--- config.mk ---
export PLATFORM = sky130hd
export DESIGN_NAME = regfile16_flat
export DESIGN_NICKNAME = d
export VERILOG_FILES = /design/src/rtl/regfile16_pkg.sv /design/src/rtl/regfile16_if.sv /design/src/rtl/regfile16_dump_fsm.sv /design/src/rtl/regfile16.sv /design/src/flat_wrapper.sv
export SDC_FILE = /design/constraint.sdc
export NUM_CORES = 1
export LEC_CHECK = 0
export ABC_CLOCK_PERIOD_IN_PS = 2900
export BUFFER_PORTS_ARGS = -buffer_cell sky130_fd_sc_hd__buf_2
export CAP_MARGIN = 15
export CELL_PAD_IN_SITES_DETAIL_PLACEMENT = 0
export CELL_PAD_IN_SITES_GLOBAL_PLACEMENT = 2
export CORE_MARGIN = 2
export CORE_UTILIZATION = 30
export CTS_BUF_LIST = sky130_fd_sc_hd__clkbuf_8
export DETAILED_ROUTE_END_ITERATION = 10
export PLACE_DENSITY = 0.69
export SLEW_MARGIN = 15
export SYNTH_ARGS = -nofsm -noshare
export SYNTH_HDL_FRONTEND = slang
export SYNTH_SLANG_ARGS = --single-unit
--- constraint.sdc ---
create_clock -name clk -period 2.9 [get_ports clk]
set_input_delay 0.145 -clock clk [delete_from_list [all_inputs] [get_ports clk]]
set_output_delay 0.145 -clock clk [all_outputs]
set_load 0.1 [all_outputs]
--- src/rtl/regfile16_pkg.sv ---
// regfile_pkg: shared sizes and dump sequencer state encoding for regfile16.
package regfile_pkg;
  localparam int WIDTH = 16;
  localparam int ADDR_W = 3;
  localparam int NUM_REGS = 1 << ADDR_W;
  typedef enum logic {IDLE, DUMP} dump_state_e;
endpackage

--- src/rtl/regfile16_if.sv ---
// regfile16_if: read, write and dump signals between a regfile16 and its user.
interface regfile16_if
  import regfile_pkg::*;
  ();
  logic [ADDR_W-1:0] read_reg1, read_reg2, write_reg, dump_addr;
  logic [WIDTH-1:0] read_data1, read_data2, write_data, dump_data;
  logic reg_write, dump_req, dump_busy, dump_valid;
  modport master (
    output read_reg1, read_reg2, reg_write, write_reg, write_data, dump_req,
    input read_data1, read_data2, dump_busy, dump_valid, dump_addr, dump_data
  );
  modport slave (
    input read_reg1, read_reg2, reg_write, write_reg, write_data, dump_req,
    output read_data1, read_data2, dump_busy, dump_valid, dump_addr, dump_data
  );
endinterface

--- src/rtl/regfile16_dump_fsm.sv ---
// regfile_dump_fsm: walks idx through every register once per accepted dump request.
module regfile_dump_fsm
  import regfile_pkg::*;
  (
  input  logic              clk,
  input  logic              reset,
  input  logic              dump_req_i,
  output logic              busy_o,
  output logic              valid_o,
  output logic [ADDR_W-1:0] addr_o
);
  dump_state_e state_q, state_d;
  logic [ADDR_W-1:0] idx_q, idx_d;
  // idx wraps to zero on the final step, so IDLE always holds idx at 0
  always_comb begin
    state_d = (state_q == IDLE) ? (dump_req_i ? DUMP : IDLE) : (&idx_q ? IDLE : DUMP);
    idx_d = (state_q == DUMP) ? idx_q + 1'b1 : '0;
  end
  always_ff @(posedge clk) begin
    if (reset) begin
      state_q <= IDLE;
      idx_q <= '0;
    end else begin
      state_q <= state_d;
      idx_q <= idx_d;
    end
  end
  assign busy_o = (state_q == DUMP);
  assign valid_o = (state_q == DUMP);
  assign addr_o = idx_q;
endmodule

--- src/rtl/regfile16.sv ---
// regfile16: 8x16 register file, r0 hardwired to zero, no write bypass, sequential dump port.
module regfile16 #(
  parameter int WIDTH = regfile_pkg::WIDTH,
  parameter int ADDR_W = regfile_pkg::ADDR_W
) (
  input logic clk,
  input logic reset,
  regfile16_if.slave rf
);
  localparam int NUM_REGS = 1 << ADDR_W;
  logic [WIDTH-1:0] regs_q [NUM_REGS];
  always_ff @(posedge clk) begin
    if (reset) begin
      for (int i = 0; i < NUM_REGS; i++) regs_q[i] <= '0;
    end else if (rf.reg_write && rf.write_reg != '0) begin
      regs_q[rf.write_reg] <= rf.write_data;
    end
  end
  // reads see stored state only, so a same-cycle write never loops back into the ALU
  assign rf.read_data1 = (rf.read_reg1 == '0) ? '0 : regs_q[rf.read_reg1];
  assign rf.read_data2 = (rf.read_reg2 == '0) ? '0 : regs_q[rf.read_reg2];
  assign rf.dump_data = (rf.dump_valid && rf.dump_addr != '0) ? regs_q[rf.dump_addr] : '0;
  regfile_dump_fsm u_dump (
    .clk(clk),
    .reset(reset),
    .dump_req_i(rf.dump_req),
    .busy_o(rf.dump_busy),
    .valid_o(rf.dump_valid),
    .addr_o(rf.dump_addr)
  );
endmodule

--- src/flat_wrapper.sv ---
// flat-port wrapper written by rule: the top's interface ports become plain ports
module regfile16_flat 
#(
  parameter int WIDTH = regfile_pkg::WIDTH,
  parameter int ADDR_W = regfile_pkg::ADDR_W
)
  (clk, reset, rf_read_reg1, rf_read_reg2, rf_reg_write, rf_write_reg, rf_write_data, rf_dump_req, rf_read_data1, rf_read_data2, rf_dump_busy, rf_dump_valid, rf_dump_addr, rf_dump_data);
  regfile16_if rf_i ();
  input logic clk;
  input logic reset;
  input wire logic [$bits(rf_i.read_reg1)-1:0] rf_read_reg1;
  input wire logic [$bits(rf_i.read_reg2)-1:0] rf_read_reg2;
  input wire logic [$bits(rf_i.reg_write)-1:0] rf_reg_write;
  input wire logic [$bits(rf_i.write_reg)-1:0] rf_write_reg;
  input wire logic [$bits(rf_i.write_data)-1:0] rf_write_data;
  input wire logic [$bits(rf_i.dump_req)-1:0] rf_dump_req;
  output wire logic [$bits(rf_i.read_data1)-1:0] rf_read_data1;
  output wire logic [$bits(rf_i.read_data2)-1:0] rf_read_data2;
  output wire logic [$bits(rf_i.dump_busy)-1:0] rf_dump_busy;
  output wire logic [$bits(rf_i.dump_valid)-1:0] rf_dump_valid;
  output wire logic [$bits(rf_i.dump_addr)-1:0] rf_dump_addr;
  output wire logic [$bits(rf_i.dump_data)-1:0] rf_dump_data;
  assign rf_i.read_reg1 = rf_read_reg1;
  assign rf_i.read_reg2 = rf_read_reg2;
  assign rf_i.reg_write = rf_reg_write;
  assign rf_i.write_reg = rf_write_reg;
  assign rf_i.write_data = rf_write_data;
  assign rf_i.dump_req = rf_dump_req;
  assign rf_read_data1 = rf_i.read_data1;
  assign rf_read_data2 = rf_i.read_data2;
  assign rf_dump_busy = rf_i.dump_busy;
  assign rf_dump_valid = rf_i.dump_valid;
  assign rf_dump_addr = rf_i.dump_addr;
  assign rf_dump_data = rf_i.dump_data;
  regfile16 #(.WIDTH(WIDTH), .ADDR_W(ADDR_W)) u_core (.clk(clk), .reset(reset), .rf(rf_i));
endmodule
Yosys cells after proc, flatten, opt, wreduce, memory -nomap -nowiden
Memories as Yosys holds them, arrays and structs flattened. A register that Yosys moved wholly into a read port is not among the register bits.
Index checks and enable logic that the tools add are counted.
{"block": "word_totals", "regBits": 4, "latchBits": 0, "ramBits": 128, "rom_bits": 0, "input_bits": 29, "output_inout_bits": 53, "elab_cells": 29, "mem_count": 1}
{"block": "op_classes", "add_sub_neg": 1, "mul": 0, "div": 0, "order_cmp": 0, "n_eq_ne": 0, "shifts": 0, "n_mux": 15, "bitwise_logic": 1, "n_reduce_logical": 9}
{"memory": "u_core.regs_q", "words": 8, "width": 16, "rd": 3, "rd_clocked_by_memory_dff": 1, "write_ports": 8, "line": "regfile16.sv:11", "rtl": "logic [WIDTH-1:0] regs_q [NUM_REGS];"}
{"operator": "$mux 16", "count": 4}
{"operator": "$reduce_or 16->1", "count": 1}
{"operator": "$mux 1", "count": 9}
{"operator": "$logic_not 3->1", "count": 2}
{"operator": "$mux 3", "count": 2}
{"operator": "$reduce_bool 3->1", "count": 2}
{"operator": "$add 3x1->3 const B", "count": 1}
{"operator": "$reduce_and 3->1", "count": 1}
{"operator": "$logic_and 1x1->1", "count": 2}
{"operator": "$reduce_or 2->1", "count": 1}
{"operator": "$not 1->1", "count": 1}

Longest topological paths before layout
Gate-level depths: netlist of the first run.
{"block": "logic_depth", "ltp_word": 7, "depth_mapped": 9, "depth_no_buf": 5}

By module
A second synthesis of the first run with hierarchy kept.
{"block": "unflattened", "cells_unflattened": 577, "area_unflattened_um2": 7320.8}
{"module": "regfile16", "n_inst": 1, "cells_each": 564, "area_each_um2": 7149.4, "seq_area_each_um2": 3363.2}
{"module": "regfile_dump_fsm", "n_inst": 1, "cells_each": 13, "area_each_um2": 171.4, "seq_area_each_um2": 80.1}

Worst setup path before layout of the first run
OpenSTA, ideal clock, no wires.
{"block": "synth_timing", "kind": "register to output", "startpoint": "register u_core.u_dump.idx_q[1], in the netlist u_core.u_dump.addr_o[1]", "endpoint": "output rf_dump_data[10]", "arrival_time_ns": 3.422, "t_required_ns": 2.755, "slack_ns": -0.667, "stages_incl_launch_ff": 10, "n_path_buf": 4, "cell_sequence": "dfxtp_1 > buf_2 > buf_2 > inv_1 > ha_1 > or4b_1 > buf_2 > buf_6 > o22ai_1 > or2_1"}
{"block": "synth_via", "elab_chain_len": 3}
{"item": "start: declaration", "line": "regfile16_dump_fsm.sv:13", "rtl": "logic [ADDR_W-1:0] idx_q, idx_d;"}
{"item": "start signal: assignment", "line": "regfile16_dump_fsm.sv:25", "rtl": "idx_q <= idx_d;"}
{"item": "$reduce_bool 3->1", "line": "regfile16.sv:22", "rtl": "assign rf.dump_data = (rf.dump_valid && rf.dump_addr != '0) ? regs_q[rf.dump_addr] : '0;"}
{"item": "$logic_and 1x1->1", "line": "regfile16.sv:22"}
{"item": "$mux 16", "line": "regfile16.sv:22"}
{"item": "end: declaration", "line": "flat_wrapper.sv:22", "rtl": "output wire logic [$bits(rf_i.dump_data)-1:0] rf_dump_data;"}
No other way between the ends.

Final worst setup path of the first run
{"block": "layout_timing", "startpoint": "register u_core.u_dump.idx_q[0], in the netlist u_core.u_dump.addr_o[0]", "endpoint": "output rf_dump_data[13]"}
The elaborated chain is that of the path after synthesis.

==> impl_metrics.toml, run 1 <==
[status]
status = "complete, no violations"

[floorplan]
core_area_sq_mm = 0.0253
die_h_um = 165
initial_core_util_pct = 30.7
boundaryPins = 82
fp.dieW_um = 165
fp.dieArea_sq_mm = 0.0271
row_count = 58

[timing]
worst_pin_slew_ps = 628
drv_slew = 0
hold_slack_ps = 26.6
skew_ps = 0.216
final_hold_viol_count = 0
tns_ps = 0
rsz0062_at_grt = "false"
timing.fmax_mhz = 370
period_share_pct = 93.3
max_slew_margin_pct = 58.1
fin_crit_ps = 2700
setup_viol = 0

[critical_path]
worstPathRequired_ps = 2760
crit_chain = "inv_1, ha_1, nand4bb_1, buf_12, o22ai_1, or2_4, buf_12"
arrival_ps = 2560
crit_buf_inv = 3
critPathCaptureType = "output pin"
worstPathMaxFanout = 11
critPathKind = "register to output pin"
regToRegEndpoint = "u_core.u_dump.addr_o[2]$_SDFF_PP0_"
crit_family = "simple AND/OR/NAND/NOR gates"
cpPeakStageDelay_ps = 530
r2r_start = "u_core.u_dump.addr_o[1]$_SDFF_PP0_"
r2r_setup_slack_ps = 1440
start_kind = "register"
rr_worst_depth = 4
slowest_stage = "nand4bb_1"
cp_common_cell = "buf_12"

[logic_synthesis]
yosysSeqAreaShare_pct = 50.7
yosys_warnings = 0
synth-seq-cells = 132
syn_avg_cell_area_sq_um = 12.3
syn_inst = 631
synth_cell_types = 34
syn-cell-area_sq_mm = 0.00775

[detailed_routing]
drcViolationCount = 0
finalWirelength_um = 27300
drt_first_pass_iters = 6
vias_per_cell = 5.31
drtIter0Drc = 464
detail-route-antenna-nets = 0
num_vias = 5672
routedWlPerCell_um = 25.5

[power_and_ir_drop]
seq_power_share_pct = 43.9
power_leakage_nw = 3.52
power_switching_w = 0.00176
power.density_mw_per_mm2 = 534
ir_drop_mv = 0.236
intPower_w = 0.00350
switching_share_pct = 33.5
combPwrFrac_pct = 24.6
clkPwrFrac_pct = 31.5

[clock_network]
clockBufferDepth = 2
cts_buffers = 17
cts_max_level = 4
clk_pin_slew_worst_paths_ps = 90
postCtsSetupBuffers = 0
worstSkewPairLatency_ps = 460
cts-root-buf = "clkbuf_8"
cts.sinks = 132
cts_tree = "yes"

[global_routing]
grt_max_degree = 67
grt_pass1_wl_um = 39500
antenna_found_initial = 1
grt_pass1_vias = 5889
grt.total_usage_pct = 20.7
overflow = 0

[run]
cap_violations = 0

[placed_design]
gp_congestion = 0.821
io_buffers = 81
hpwlAfterDp_um = 17800

[worst_hold_path]
hp-class = "primary input to register"
hp-start = "rf_write_data[4]"
holdPathStages = 2
holdPathEnd = "u_core.regs_q[4][4]$_SDFFCE_PN0P_"

[finish]
syn_to_final_growth_pct = 27.0
drive_gt1_share_pct = 30.1
num-nets-final = 757
## worst reg2reg max path: stages (launching register included)
cell,delay (ps)
dfxtp_4,360
buf_12,360
ha_1,260
ha_1,220
and3b_1,150
## final cells by class
| class | instances | area (sq um) |
|---|---|---|
| antenna | 1 | 2.50 |
| clock buffer | 17 | 234 |
| clock inverter | 15 | 183 |
| fill | 2462 | 15400 |
| inverter | 3 | 11.3 |
| multi-input combinational | 454 | 3720 |
| sequential | 132 | 3930 |
| tap | 330 | 413 |
| timing repair buffer | 117 | 1350 |
## sequential cells by signal, summed over array words and instances, names as in the netlist
signal                count
u_core.u_dump.busy_o      1
u_core.u_dump.addr_o      3
u_core.regs_q           128
## cells in the mapped netlist
cell	instances	area [sq um]
o22ai_1	32	200
nor3_1	1	5.00
or3b_1	1	8.76
nand3b_1	2	15.0
nand2_1	1	3.75
a311oi_1	16	140
clkbuf_1	25	93.8
or4b_1	1	10.0
nand3_1	1	5.00
nor2_2	3	18.8
and2b_1	1	7.51
nor2b_1	19	119
nand2b_1	3	18.8
buf_4	7	52.6
buf_6	1	11.3
buf_2	22	110
edfxtp_1	128	3840
ha_1	3	37.5
nor3b_1	1	7.51
a221oi_1	47	412
dfxtp_1	4	80.1
nand4bb_1	1	11.3
clkbuf_2	1	5.00
nor2_1	4	15.0
mux2_2	32	360
buf_1	1	3.75
or2_2	12	75.1
and2_1	113	707
and3b_1	3	26.3
inv_1	3	11.3
mux2i_1	113	1130
a211oi_1	17	128
or2_1	11	68.8
conb_1	1	3.75
## logic make-up (layout without fill, tap and decap cells)
logic type                 Yosys count  count (layout)  share of synthesized area, %
AOI/OAI and AO/OA                  112             112                          11.4
adders and majority gates            3               3                         0.485
buffers and inverters               60             152                          3.71
DFF                                132             132                          50.7
muxes                              145             145                          19.3
other                                1              17                        0.0484
and+or+nand+nor                    178             178                          14.5
## worst max path at each step
stage                                       startpoint           endpoint  slack (ps)  cells past startpoint
floorplan                              rf_read_reg2[2]  rf_read_data2[10]        -370                      5
global placement    u_core.u_dump.addr_o[0]$_SDFF_PP0_   rf_dump_data[10]         650                      7
detailed placement  u_core.u_dump.addr_o[0]$_SDFF_PP0_   rf_dump_data[10]         600                      7
CTS                 u_core.u_dump.addr_o[0]$_SDFF_PP0_   rf_dump_data[10]          90                      7
global route        u_core.u_dump.addr_o[0]$_SDFF_PP0_    rf_dump_data[8]          80                      7
finish              u_core.u_dump.addr_o[0]$_SDFF_PP0_   rf_dump_data[13]         200                      7
## routing by layer
layer  GRT usage, %  routed length, um  part of all wire, %
met2           35.0              13600                   50
met1           27.3              11800                   43
met4           6.56                503                  1.8
met5              0                  0                    0
met3           3.19               1430                  5.3
## stage by stage
step / cell area [sq um] / utilization, % / power, W / setup slack (ps) / std cells
after global routing: 9840 / 39.0 / 0.00542 / 80.0 / 1069
final: 9840 / 39.0 / 0.00525 / 195 / 1069
after detailed placement: 9400 / 37.2 / 0.00364 / 602 / 1034
after CTS: 9830 / 38.9 / 0.00528 / 85.7 / 1068
after global placement: 9400 / 37.2 / 0.00363 / 654 / 1034
after floorplan: 7930 / - / 0.00316 / -367 / 646
## power groups by stage
| stage | logic, W | clock network [W] | registers (W) |
|---|---|---|---|
| 2_1_floorplan | 0.000830 | 0 | 0.00233 |
| 3_3_place_gp | 0.00129 | 0 | 0.00234 |
| 3_5_place_dp | 0.00129 | 0 | 0.00235 |
| 4_1_cts | 0.00130 | 0.00168 | 0.00230 |
| 5_1_grt | 0.00134 | 0.00176 | 0.00232 |
| 6_report | 0.00129 | 0.00166 | 0.00231 |
## cell usage in the layout, fill, tap and decap left out, types with 19 or more instances in the layout
cell      synthesis  routed
a221oi_1         47      47
and2_1          113     113
buf_12            0      45
buf_2            22      40
buf_4             7      30
edfxtp_1        128     128
mux2_2           32      32
mux2i_1         113     113
nor2b_1          19      19
o22ai_1          32      32
## timing repair
item,4_1_cts,5_1_grt
endpoints found under the setup margin,0,7
hold endpoints to repair,2,0
resized for setup,0,1
hold buffers,2,0
Power figures use the tool's default switching activity.
==> run 2, diff against run 1 <==
--- a/config.mk
+++ b/config.mk
@@ -11,10 +11,10 @@
 export CELL_PAD_IN_SITES_DETAIL_PLACEMENT = 0
 export CELL_PAD_IN_SITES_GLOBAL_PLACEMENT = 2
 export CORE_MARGIN = 2
-export CORE_UTILIZATION = 30
+export CORE_UTILIZATION = 42
 export CTS_BUF_LIST = sky130_fd_sc_hd__clkbuf_8
 export DETAILED_ROUTE_END_ITERATION = 10
-export PLACE_DENSITY = 0.69
+export PLACE_DENSITY = 0.9
 export SLEW_MARGIN = 15
 export SYNTH_ARGS = -nofsm -noshare
 export SYNTH_HDL_FRONTEND = slang
==> run 2 against run 1 <==
  * Highest routed layer unchanged
  * Global-route usage is 4.5 points higher
  * Largest power group unchanged
  * Combinational power decreased by 6%
  * Utilization up 13 points
  * Clock power decreased by 15%
  * Maximum frequency decreased by 3.3%
  * Clock skew about the same
  * Via count grew 1.2%
  * Sequential share of layout area grew 2.4 points
  * Flip-flop and latch count did not move
  * Total power decreased by 6.2%
  * Count of clock-buffer cells in the layout is the same
  * Register-to-register slack better by 30 ps
==> impl_metrics.toml, run 2 (synthesis gave the netlist of run 1 again) <==
[floorplan]
boundaryPins = 82
fp.dieW_um = 140
die_h_um = 140
row_count = 49
initial_core_util_pct = 43.0
core_area_sq_mm = 0.0180
fp.dieArea_sq_mm = 0.0195

[clock_network]
worstSkewPairLatency_ps = 450
cts.sinks = 132
clockBufferDepth = 2
clk_pin_slew_worst_paths_ps = 80
cts_max_level = 4
cts_tree = "yes"
cts-root-buf = "clkbuf_8"
cts_buffers = 17

[global_routing]
overflow = 0
grt_max_degree = 67
grt_pass1_vias = 5955
grt_pass1_wl_um = 36200
antenna_found_initial = 0
grt.total_usage_pct = 25.2

[detailed_routing]
detail-route-antenna-nets = 0
routedWlPerCell_um = 25.1
vias_per_cell = 5.98
drcViolationCount = 0
finalWirelength_um = 24100
drtIter0Drc = 601
drt_first_pass_iters = 5
num_vias = 5742

[finish]
seqCellArea_sq_mm = 0.00393
top_register = "u_core.regs_q"
num-nets-final = 754
fillers = 1587
multi_input_comb_area_sq_mm = 0.00371
layoutNonFillerInstCount = 961
drive_gt1_share_pct = 28.4
syn_to_final_growth_pct = 19.8
final_common_cell = "edfxtp_1"
layout_common_cells = "edfxtp_1 (128), mux2i_1 (113), and2_1 (113)"
largest_register_ffs = 128
diodes = 0

[placed_design]
place_inst = 930
gp_congestion = 0.873
io_buffers = 81
place_ws_ps = 491
hpwlAfterDp_um = 15800

[critical_path]
cpPeakStageDelay_ps = 460
critPathKind = "register to output pin"
worstPathMaxFanout = 16
crit_chain = "inv_1, ha_1, or4b_1, buf_4, o22ai_1, or2_4, buf_2"
critPathCaptureType = "output pin"
worstPathRequired_ps = 2760
start_kind = "register"
arrival_ps = 2650
slowest_stage = "or4b_1"

[timing]
final_hold_viol_count = 0
timing.fmax_mhz = 357
hold_slack_ps = 44.1
drv_slew = 0
period_share_pct = 96.5
skew_ps = 0.131
fin_crit_ps = 2800
worst_pin_slew_ps = 600
fin_ws_ps = 102
rsz0062_at_grt = "false"
max_slew_margin_pct = 60.0
setup_viol = 0

[worst_hold_path]
hp-class = "primary input to register"

[power_and_ir_drop]
power_leakage_nw = 3.40
p_total_w = 0.00493
power.density_mw_per_mm2 = 531
ir_drop_mv = 0.299

[status]
status = "complete, no violations"

[run]
cap_violations = 0
-- run 2: changes by cell type in the layout (fill, tap and decap cells not counted), moves of 2 or more --
cell | before | now
clkinv_4 | 2 | 0
inv_6 | 3 | 0
buf_4 | 30 | 32
clkinvlp_4 | 6 | 1
inv_1 | 4 | 7
clkbuf_4 | 0 | 8
buf_12 | 45 | 22
clkinv_1 | 0 | 4
buf_2 | 40 | 51
-- run 2: area by class of cell --
type | instances | area share [%]
clock buffer | 17 | 2.52
clock inverter | 12 | 1.11
inverter | 3 | 0.121
multi-input combinational | 454 | 40.0
sequential | 132 | 42.3
tap | 229 | 3.09
timing repair buffer | 114 | 10.8
-- run 2: worst paths after layout --
check / from / to / slack (ps) / depth (start not counted)
max: u_core.u_dump.addr_o[0]$_SDFF_PP0_ / rf_dump_data[7] / 100 / 7
min: rf_write_data[5] / u_core.regs_q[1][5]$_SDFFCE_PN0P_ / 40 / 2
max reg2reg: u_core.u_dump.addr_o[1]$_SDFF_PP0_ / u_core.u_dump.addr_o[2]$_SDFF_PP0_ / 1470 / 4
min reg2reg: u_core.u_dump.addr_o[0]$_SDFF_PP0_ / u_core.u_dump.addr_o[0]$_SDFF_PP0_ / 570 / 1
-- run 2: stage by stage --
stage	TNS [ps]	area [sq um]	utilization, %
4_1_cts	0	9250	51.3
5_1_grt	0	9280	51.5
3_5_place_dp	0	8900	49.4
6_report	0	9280	51.5
3_3_place_gp	0	8900	49.4
2_1_floorplan	-5590	7930	-
-- run 2: repair_timing --
action,4_1_cts,5_1_grt
hold endpoints to repair,1,0
setup endpoints to repair,2,9
setup buffers,0,1
gates resized for setup,2,8
pin swaps,0,1
hold buffers,1,0
-- run 2: layer usage --
layer,global-route usage [%],wire (um),up-vias
li1,-,-,2597
met1,30.6,9770,2864
met2,43.1,12400,222
met3,5.51,1190,59
met4,10.9,778,0
met5,0,0,-
-- run 2: worst max-delay path, delay by kind of cell (launching register included) --
family	cells	cell delay (ps)
buf+inv	3	730
simple gates	2	600
flops	1	440
fa+ha+maj	1	210
compound gates	1	200
-- run 2: where the power goes --
group / switching [W] / total (W) / internal [W]
sequential: 0.0000886 / 0.00231 / 0.00222
clock: 0.000691 / 0.00141 / 0.000721
combinational: 0.000840 / 0.00121 / 0.000367
==> run 3, diff against run 2 <==
--- a/config.mk
+++ b/config.mk
@@ -5,13 +5,14 @@
 export SDC_FILE = /design/constraint.sdc
 export NUM_CORES = 1
 export LEC_CHECK = 0
+export ABC_AREA = 1
 export ABC_CLOCK_PERIOD_IN_PS = 2900
 export BUFFER_PORTS_ARGS = -buffer_cell sky130_fd_sc_hd__buf_2
 export CAP_MARGIN = 15
 export CELL_PAD_IN_SITES_DETAIL_PLACEMENT = 0
 export CELL_PAD_IN_SITES_GLOBAL_PLACEMENT = 2
 export CORE_MARGIN = 2
-export CORE_UTILIZATION = 42
+export CORE_UTILIZATION = 35
 export CTS_BUF_LIST = sky130_fd_sc_hd__clkbuf_8
 export DETAILED_ROUTE_END_ITERATION = 10
 export PLACE_DENSITY = 0.9
==> run 3 against run 2 <==
  * Final cell count is 75% higher
  * Global-route usage is 0.18 points higher
  * Setup slack better by 430 ps
  * Routed wire length increased by 36%
  * Clock skew increased by 0.88 ps
  * Sequential power hardly changed
  * Critical endpoint is now rf_dump_data[2]
==> impl_metrics.toml, run 3 <==
[detailed_routing]
drt_first_pass_iters = 5
num_vias = 8613
drcViolationCount = 0
routedWlPerCell_um = 19.6
finalWirelength_um = 32800
drtIter0Drc = 1163
detail-route-antenna-nets = 0
vias_per_cell = 5.13

[clock_network]
holdBufCountCts = 1
cts_buffers = 17
cts_max_level = 4
cts.sinks = 132
clk_pin_slew_worst_paths_ps = 90
postCtsSetupBuffers = 0
cts-root-buf = "clkbuf_8"
cts-resized-gates = 0
cts_tree = "yes"
worstSkewPairLatency_ps = 450
clockBufferDepth = 2

[status]
status = "complete, no violations"

[critical_path]
slowest_stage = "dfxtp_1"
critPathCaptureType = "output pin"
start_kind = "register"
crit_buf_inv = 4
regToRegEndpoint = "u_core.u_dump.addr_o[2]$_SDFF_PP0_"
crit_chain = "inv_1, buf_4, ha_1, a21boi_2, buf_4, nand2_1, nor2_4, buf_12"
worstPathMaxFanout = 17
r2r_start = "u_core.u_dump.addr_o[1]$_SDFF_PP0_"
cpPeakStageDelay_ps = 330
arrival_ps = 2220
cp_common_cell = "buf_4"
worstPathRequired_ps = 2760
crit_cells = 8
rr_worst_depth = 5
r2r_setup_slack_ps = 1450
critPathKind = "register to output pin"
crit_family = "buffers and inverters"

[placed_design]
gp_congestion = 0.866
hpwlAfterDp_um = 23500
io_buffers = 81
place_ws_ps = 524

[worst_hold_path]
holdPathStages = 3
hp-class = "primary input to register"
holdPathEnd = "u_core.regs_q[6][13]$_SDFFCE_PN0P_"
hp-start = "rf_write_data[13]"

[logic_synthesis]
yosys-top-cells-area = "edfxtp_1 (43%), nand2_1 (20%), nand3_1 (9.6%)"
syn_inst = 1280
yosys.area.top_type = "edfxtp_1"
yosysTopAreaCellShare_pct = 43.3
yosys_warnings = 0
synthFlopType = "edfxtp_1"
syn-cell-area_sq_mm = 0.00888
yosysSeqAreaShare_pct = 44.2
synth-seq-cells = 132
yosysMostFrequentCell = "nand2_1"
synth_edf_count = 128
synthArstFlopShare_pct = 0
syn_avg_cell_area_sq_um = 6.94
synth_common_cells = "nand2_1 (476), nor2_1 (185), nand3_1 (170), inv_1 (153), edfxtp_1 (128)"
synth_cell_types = 25

[floorplan]
row_count = 58
core_area_sq_mm = 0.0250
initial_core_util_pct = 35.5
die_h_um = 163
fp.dieW_um = 163
fp.dieArea_sq_mm = 0.0267
boundaryPins = 82

[finish]
syn_to_final_growth_pct = 20.6
diodes = 0
num-nets-final = 1369
top_register = "u_core.regs_q"
layout_common_cells = "nand2_1 (476), nand3_1 (170), nor2_1 (169)"
largest_register_ffs = 128
drive_gt1_share_pct = 12.7
final_common_cell = "nand2_1"

[timing]
final_hold_viol_count = 0
fin_ws_ps = 535
fin_crit_ps = 2360
max_slew_margin_pct = 38.6
skew_ps = 1.01
tns_ps = 0
hold_slack_ps = 160
worst_pin_slew_ps = 918
timing.fmax_mhz = 423
setup_viol = 0
drv_slew = 0
period_share_pct = 81.5
rsz0062_at_grt = "false"

[power_and_ir_drop]
power_leakage_nw = 5.03
ir_drop_mv = 0.360
power.density_mw_per_mm2 = 504

[global_routing]
overflow = 0
grt_max_degree = 45
grt_pass1_vias = 7797
antenna_found_initial = 1
grt_pass1_wl_um = 50000
grt.total_usage_pct = 25.4

[run]
cap_violations = 0
[run 3: cell types whose count changed after synthesis, sizes merged, moves of 31 or more]
cell / delta
inv: +154
nor2: +179
nand3: +173
mux2i: -113
nand2: +475
o22ai: -32
and2: -113
buf: +31
o211ai: +56
mux2: -32
a221oi: -47
[run 3: power breakdown]
group,switching [W],internal [W]
clock network,0.000804,0.000680
registers,0.0000698,0.00222
logic,0.00118,0.000446
[run 3: tightest hold or removal path, delay by kind of cell]
| family | cells | cell delay (ps) |
|---|---|---|
| buffers and inverters | 2 | 220 |
| and+or+nand+nor | 1 | 140 |
[run 3: how the worst max path moves through the flow]
stage                                             from                                 to  slack [ps]
global route        u_core.u_dump.addr_o[1]$_SDFF_PP0_                    rf_dump_data[3]         440
global placement                                 reset  u_core.regs_q[6][3]$_SDFFCE_PN0P_         600
floorplan           u_core.u_dump.addr_o[1]$_SDFF_PP0_                   rf_dump_data[10]          90
detailed placement                               reset  u_core.regs_q[6][3]$_SDFFCE_PN0P_         520
CTS                 u_core.u_dump.addr_o[1]$_SDFF_PP0_                    rf_dump_data[8]         490
finish              u_core.u_dump.addr_o[1]$_SDFF_PP0_                    rf_dump_data[2]         540
[run 3: cells by family (layout without fill, tap and decap cells)]
logic type / after synthesis / after routing / synth area share [%]
buffers and inverters: 244 / 298 / 11.6
other: 1 / 16 / 0.0422
adder cells (fa/ha/maj): 3 / 3 / 0.423
AND/OR/NAND/NOR: 840 / 840 / 38.7
AO/OA/AOI/OAI: 60 / 60 / 5.07
flip-flops: 132 / 132 / 44.2
[run 3: layout make-up]
| type | instances | area [sq um] |
|---|---|---|
| well taps | 330 | 413 |
| inverters | 158 | 593 |
| clock buffers | 17 | 234 |
| clock inverters | 14 | 133 |
| flip-flops and latches | 132 | 3930 |
| fillers | 2567 | 14300 |
| repair buffers | 109 | 1310 |
| multi-input cells | 919 | 4100 |
[run 3: layer usage]
metal / GRT usage, % / wire [um] / vias to the layer above
li1: - / - / 4140
met1: 38.2 / 15100 / 4036
met2: 36.7 / 14200 / 412
met3: 6.04 / 3070 / 23
met4: 5.51 / 395 / 2
met5: 0 / 9 / -
[run 3: through the flow]
step,total power (W),instances,instance area (sq um),util [%]
floorplan,0.00336,1295,9050,-
global placement,0.00394,1647,10300,41.3
detailed placement,0.00394,1647,10300,41.3
CTS,0.00540,1679,10700,42.8
global route,0.00562,1679,10700,42.8
finish,0.00539,1679,10700,42.8
